<file path="src/rtl/pending_or_aggregator.sv">
// -----------------------------------------------------------------------------
// pending_or_aggregator
//
// Purpose:
//   Clocked, parametrised successor of the fixed 12-input bubbled OR gate.
//   Each raw request line can be inverted by a bubble before use and masked
//   by a per-input enable. The surviving requests are collected into sticky
//   pending bits, which the consumer clears through a clear/acknowledge
//   handshake. The block is used in the redirection pipeline to gather hazard,
//   redirect and BTB-miss requests.
//
// Optional build macro:
//   PENDING_OR_AGGREGATOR_EDGE_EN - when defined, only rising edges of the
//   bubbled inputs set pending bits and count events. A registered copy of
//   the bubbled inputs is built for this. Result_Comb stays level based.
//   When undefined, requests are level sensitive and that register is absent.
//
// Parameters:
//   NrOfInputs  - number of request lines (1..32)
//   BubblesMask - bit i = 1 inverts Inputs[i] before use
//   IndexWidth  - width of First_Index, at least max(1, clog2(NrOfInputs))
//   CountWidth  - width of the saturating event counter
//
// Ports:
//   Clock        in   system clock, rising edge
//   Reset        in   asynchronous, active-high reset
//   Inputs       in   raw request lines
//   Enable_Wr    in   load Enable_Data into the enable register
//   Enable_Data  in   new per-input enable mask
//   Clear_Valid  in   clear request
//   Clear_Mask   in   pending bits to clear
//   Clear_Ack    out  one-cycle acknowledge of an accepted clear
//   Pending      out  sticky pending register
//   Result       out  registered OR of Pending
//   Result_Comb  out  combinational OR of enabled, bubbled inputs
//   First_Index  out  lowest set index of Pending (0 when Pending is zero)
//   First_Valid  out  Pending is non-zero
//   Event_Count  out  saturating count of newly set pending bits
// -----------------------------------------------------------------------------
module pending_or_aggregator #(
   parameter int unsigned           NrOfInputs  = 12,
   parameter logic [NrOfInputs-1:0] BubblesMask = '0,
   parameter int unsigned           IndexWidth  = 4,
   parameter int unsigned           CountWidth  = 8
) (
   input  logic                  Clock,
   input  logic                  Reset,
   input  logic [NrOfInputs-1:0] Inputs,
   input  logic                  Enable_Wr,
   input  logic [NrOfInputs-1:0] Enable_Data,
   input  logic                  Clear_Valid,
   input  logic [NrOfInputs-1:0] Clear_Mask,
   output logic                  Clear_Ack,
   output logic [NrOfInputs-1:0] Pending,
   output logic                  Result,
   output logic                  Result_Comb,
   output logic [IndexWidth-1:0] First_Index,
   output logic                  First_Valid,
   output logic [CountWidth-1:0] Event_Count
);

   // Popcount of up to 32 bits needs 6 bits; the sum is widened so the
   // saturation compare never overflows.
   localparam int unsigned PopWidth = 6;
   localparam int unsigned SumWidth = CountWidth + PopWidth;

   logic [NrOfInputs-1:0] enable_q;
   logic [NrOfInputs-1:0] pending_q;
   logic                  result_q;
   logic                  clear_ack_q;
   logic [CountWidth-1:0] event_count_q;

   logic [NrOfInputs-1:0] real_in;
   logic [NrOfInputs-1:0] req;
   logic [NrOfInputs-1:0] clr;
   logic [NrOfInputs-1:0] pending_next;
   logic [NrOfInputs-1:0] new_bits;
   logic [PopWidth-1:0]   new_count;
   logic [SumWidth-1:0]   count_sum;
   logic [CountWidth-1:0] count_next;
   logic [IndexWidth-1:0] first_index;

   // Bubbles are applied first; everything downstream sees the true sense.
   assign real_in = Inputs ^ BubblesMask;

   // The combinational OR is always level based so it keeps the old gate's
   // function when every input is enabled.
   assign Result_Comb = |(real_in & enable_q);

`ifdef PENDING_OR_AGGREGATOR_EDGE_EN
   logic [NrOfInputs-1:0] real_in_q;

   always_ff @(posedge Clock or posedge Reset) begin
      if (Reset) begin
         real_in_q <= '0;
      end else begin
         real_in_q <= real_in;
      end
   end

   // Only a 0->1 transition of the bubbled input raises a request.
   assign req = real_in & ~real_in_q & enable_q;
`else
   assign req = real_in & enable_q;
`endif

   // Clear handshake: a clear is accepted in every cycle Clear_Valid is high
   // (there is no back-pressure, so no ready signal exists). Clear_Ack is high
   // exactly in the following cycle, so back-to-back clears give back-to-back
   // acks. A zero Clear_Mask is still acknowledged and clears nothing.
   assign clr = Clear_Valid ? Clear_Mask : '0;

   // Set is ORed in after the clear so a request arriving in the clear cycle
   // is never lost.
   assign pending_next = (pending_q & ~clr) | req;

   // Only bits that go from clear to set count as events; a request that is
   // held against an already pending bit does not count again.
   assign new_bits = req & ~pending_q;

   always_comb begin
      new_count = '0;
      for (int i = 0; i < int'(NrOfInputs); i++) begin
         new_count = new_count + PopWidth'(new_bits[i]);
      end
   end

   always_comb begin
      count_sum  = SumWidth'(event_count_q) + SumWidth'(new_count);
      count_next = count_sum[CountWidth-1:0];
      if (count_sum > SumWidth'({CountWidth{1'b1}})) begin
         count_next = {CountWidth{1'b1}};
      end
   end

   // Priority encoder, lowest index wins: scanning from the top down lets the
   // last hit (the lowest set bit) stick. With one input this is always 0.
   always_comb begin
      first_index = '0;
      for (int i = int'(NrOfInputs) - 1; i >= 0; i--) begin
         if (pending_q[i]) begin
            first_index = IndexWidth'(i);
         end
      end
   end

   always_ff @(posedge Clock or posedge Reset) begin
      if (Reset) begin
         enable_q <= '1;
      end else if (Enable_Wr) begin
         enable_q <= Enable_Data;
      end
   end

   always_ff @(posedge Clock or posedge Reset) begin
      if (Reset) begin
         pending_q     <= '0;
         result_q      <= 1'b0;
         clear_ack_q   <= 1'b0;
         event_count_q <= '0;
      end else begin
         pending_q     <= pending_next;
         // Registered from the current pending value, so Result trails
         // Pending by one cycle.
         result_q      <= |pending_q;
         clear_ack_q   <= Clear_Valid;
         event_count_q <= count_next;
      end
   end

   assign Pending     = pending_q;
   assign Result      = result_q;
   assign Clear_Ack   = clear_ack_q;
   assign Event_Count = event_count_q;
   assign First_Index = first_index;
   assign First_Valid = |pending_q;

endmodule

</file>
<file path="config.mk">
export PLATFORM = sky130hd
export DESIGN_NAME = pending_or_aggregator
export DESIGN_NICKNAME = d
export VERILOG_FILES = /design/src/rtl/pending_or_aggregator.sv
export SDC_FILE = /design/constraint.sdc
export NUM_CORES = 1
export LEC_CHECK = 0
export CAP_MARGIN = 20
export CORE_ASPECT_RATIO = 1.75
export CORE_MARGIN = 2
export CORE_UTILIZATION = 55
export CTS_BUF_LIST = sky130_fd_sc_hd__clkbuf_16
export DETAILED_ROUTE_END_ITERATION = 8
export DONT_BUFFER_PORTS = 1
export PLACE_DENSITY_LB_ADDON = 0.1
export SLEW_MARGIN = 20
export SYNTH_ARGS = -nofsm -noshare
export SYNTH_HDL_FRONTEND = slang
export SYNTH_SLANG_ARGS = --single-unit
</file>
<file path="constraint.sdc">
create_clock -name Clock -period 8.6 [get_ports Clock]
set_input_delay 0.43 -clock Clock [delete_from_list [all_inputs] [get_ports Clock]]
set_output_delay 0.43 -clock Clock [all_outputs]
set_load 0.02 [all_outputs]
</file>
==> results.toml <==
[status]
outcome = "finished clean"

[synth]
ys_seq_elements = 34
synth_nets = 251
synth_cells = 194
syn_area_per_cell_um2 = 9.90
synth_top_area_cell = "dfrtp_1"
ys_top_cells_by_area = "dfrtp_1, dfstp_2, nand2_1, fa_1, mux2_2"
yosysSeqAreaShare_pct = 45.1
syn_area_um2 = 1920
synth.top_cell.area_share_pct = 28.7
ys_warn_count = 0
synth.distinct_cells = 36

[clock_tree]
cts_inserted_buffers = 5
htree_num_levels = 2
clockBufferDepth = 2
postCtsHoldBufs = 0
root_buffer = "clkbuf_16"
cts_tree = "done"
insertion_delay_ns = 0.28
cts_resized = 0
cts_sinks = 34
postCtsSetupRepairBufs = 0
clkTransAtPathRegs_ns = 0.05

[critical_path]
arrival_ns = 4.75
cp-end-kind = "flip-flop"
crit_path_start_kind = "flip-flop"
crit_fanout = 5
required_ns = 8.75
path_class = "flip-flop to flip-flop"

[route]
post_drt_wl_per_cell_um = 18.4
routed_via_density = 5.85
first_iter_violations = 60
vias = 1439
met2_length_mm = 2.61
wl_mm = 4.54
wl_met3_um = 290
ant_nets = 0
top_layer = "met4"
wl_met1_mm = 1.43
route.detailed.drc = 0
firstDrtPassIters = 4

[floorplan]
fp.dieW_um = 48.7
rows = 28
die_h_um = 82.2
core_area_um2 = 3360
ioPinCount = 68
start_util_pct = 57.1
die_area_um2 = 4000

[cells_and_area]
design_area_um2 = 2120
final_nets = 257
syn2layout_area_growth_pct = 10.2
drive_above_1_share_pct = 18.9
insertedDiodeCount = 0
final_common_cell = "nand2_1"
final_cell_mix = "nand2_1, dfrtp_1, nor2_1, inv_1"

[placement]
routabilityCongestion = 0.868
io_buffers = 0
dp_hpwl_mm = 3.56
post-place-ws_ns = 4.00
postPlaceCellArea_um2 = 1980

[grt]
grt_max_degree = 35
grt_first_pass_wirelength_mm = 7.36
grt_pass1_vias = 1567
track_usage_pct = 25.4
antenna_found_initial = 0
overflow = 0

[power_and_ir_drop]
clkPwrFrac_pct = 25.0
cellLeakagePower_nw = 0.994
swShare_pct = 39.1
total_power_mw = 0.671
p_per_area_nw_per_um2 = 317
power_frac_comb_pct = 34.8
vdd_ir_drop_max_uv = 228
p_int_mw = 0.409
power_switching_mw = 0.262
seqPwrFrac_pct = 40.1

[timing]
worst_pin_slew_ns = 0.615
fmax_ghz = 0.218
hold_violations = 0
finalClockSkew_ns = 0.00383
setup_tns_ns = 0
relSlewSlack_pct = 58.7
rsz0062_at_grt = "no"
final.period_utilization_pct = 53.5
setup_viol = 0
maxSlewViolCount = 0
period_minus_slack_ns = 4.60
setup_slack_ns = 4.00

[worst_hold_path]
hold_path.class = "input pin to asynchronous set/reset pin"

[job]
cap_violations = 0
[per-stage QoR]
step           std cells  hold WS, ns  util, %
5_1_grt              246        0.160     62.9
2_1_floorplan        194        0.461        -
3_5_place_dp         238        0.439     58.7
6_report             246        0.125     62.9
3_3_place_gp         238        0.432     58.7
4_1_cts              246        0.139     62.9
[layout make-up]
| class | count | area, um^2 |
|---|---|---|
| tap | 45 | 56.3 |
| multi-input combinational | 144 | 993 |
| clock buffer | 5 | 125 |
| clock inverter | 3 | 16.3 |
| inverter | 14 | 52.6 |
| fill | 313 | 1250 |
| timing repair buffer | 1 | 7.51 |
| sequential | 34 | 866 |
[final timing paths]
path / from / to / slack (ns) / cells after the start
worst max-delay path: enable_q[4] / Event_Count[6] / 4.00 / 15
worst min-delay path: Reset / Event_Count[7] / 0.13 / 2
worst max register to register: enable_q[4] / Event_Count[6] / 4.00 / 15
worst min register to register: enable_q[6] / Pending[6] / 0.54 / 2
max in group asynchronous: Reset / enable_q[2] / 8.13 / 2
min in group Clock: Clear_Valid / Clear_Ack / 0.18 / 0
[power groups by stage]
| stage | combinational (mW) | sequential [mW] | clock [mW] |
|---|---|---|---|
| floorplan | 0.186 | 0.260 | 0 |
| global placement | 0.216 | 0.271 | 0 |
| detailed placement | 0.233 | 0.272 | 0 |
| CTS | 0.236 | 0.270 | 0.172 |
| global route | 0.269 | 0.275 | 0.179 |
| finish | 0.234 | 0.269 | 0.168 |
[registers in the layout, summed over array words and instances, names as in the netlist]
signal	count
Clear_Ack	1
Event_Count	8
Result	1
Pending	12
enable_q	12
[routing by layer]
| layer | vias up | global-route usage [%] |
|---|---|---|
| li1 | 659 | - |
| met1 | 694 | 23.5 |
| met2 | 69 | 47.0 |
| met3 | 17 | 7.19 |
| met4 | 0 | 18.9 |
| met5 | - | 0 |
[cells in the mapped netlist]
cell,instances
or2_2,2
a21oi_1,3
o21ai_2,1
o31a_4,1
nand2b_1,3
o21a_1,2
a21o_1,1
fa_1,8
o2111ai_1,1
dfstp_2,12
buf_2,1
nor2_1,17
mux2_2,12
clkbuf_1,1
xor2_1,1
ha_1,9
xnor2_1,1
nor3_1,2
nand4_1,2
nand4b_1,1
o21bai_2,1
a31oi_1,1
o31ai_1,3
nor4_1,3
inv_1,14
a221oi_1,1
nor2b_1,2
nor2b_4,1
nand2_1,53
o21bai_1,2
nand3_1,5
dfrtp_1,22
o21ai_0,2
o211ai_1,1
a211oi_1,1
mux2_1,1
[cells by family (layout without fill, tap and decap cells)]
family                     count (synthesis)  after routing  synth area share (%)
and+or+nand+nor                           91             91                  20.6
muxes                                     13             13                  7.62
xor gates and xnor gates                   2              2                 0.912
AOI/OAI and AO/OA                         21             21                  8.40
adders and majority gates                 17             17                  14.2
buffers and inverters                     16             23                  3.19
DFF                                       34             34                  45.1
[worst max-delay path, stage by stage (launching register included)]
cell     delay (ns)
dfstp_2        0.53
nand2_1        0.09
nor2_1         0.20
fa_1           0.43
inv_1          0.08
fa_1           0.44
fa_1           0.55
inv_1          0.06
fa_1           0.50
fa_1           0.46
inv_1          0.08
fa_1           0.22
nor2b_4        0.06
o31a_4         0.30
o21ai_2        0.12
mux2_1         0.34
Power figures use the tool's default switching activity.
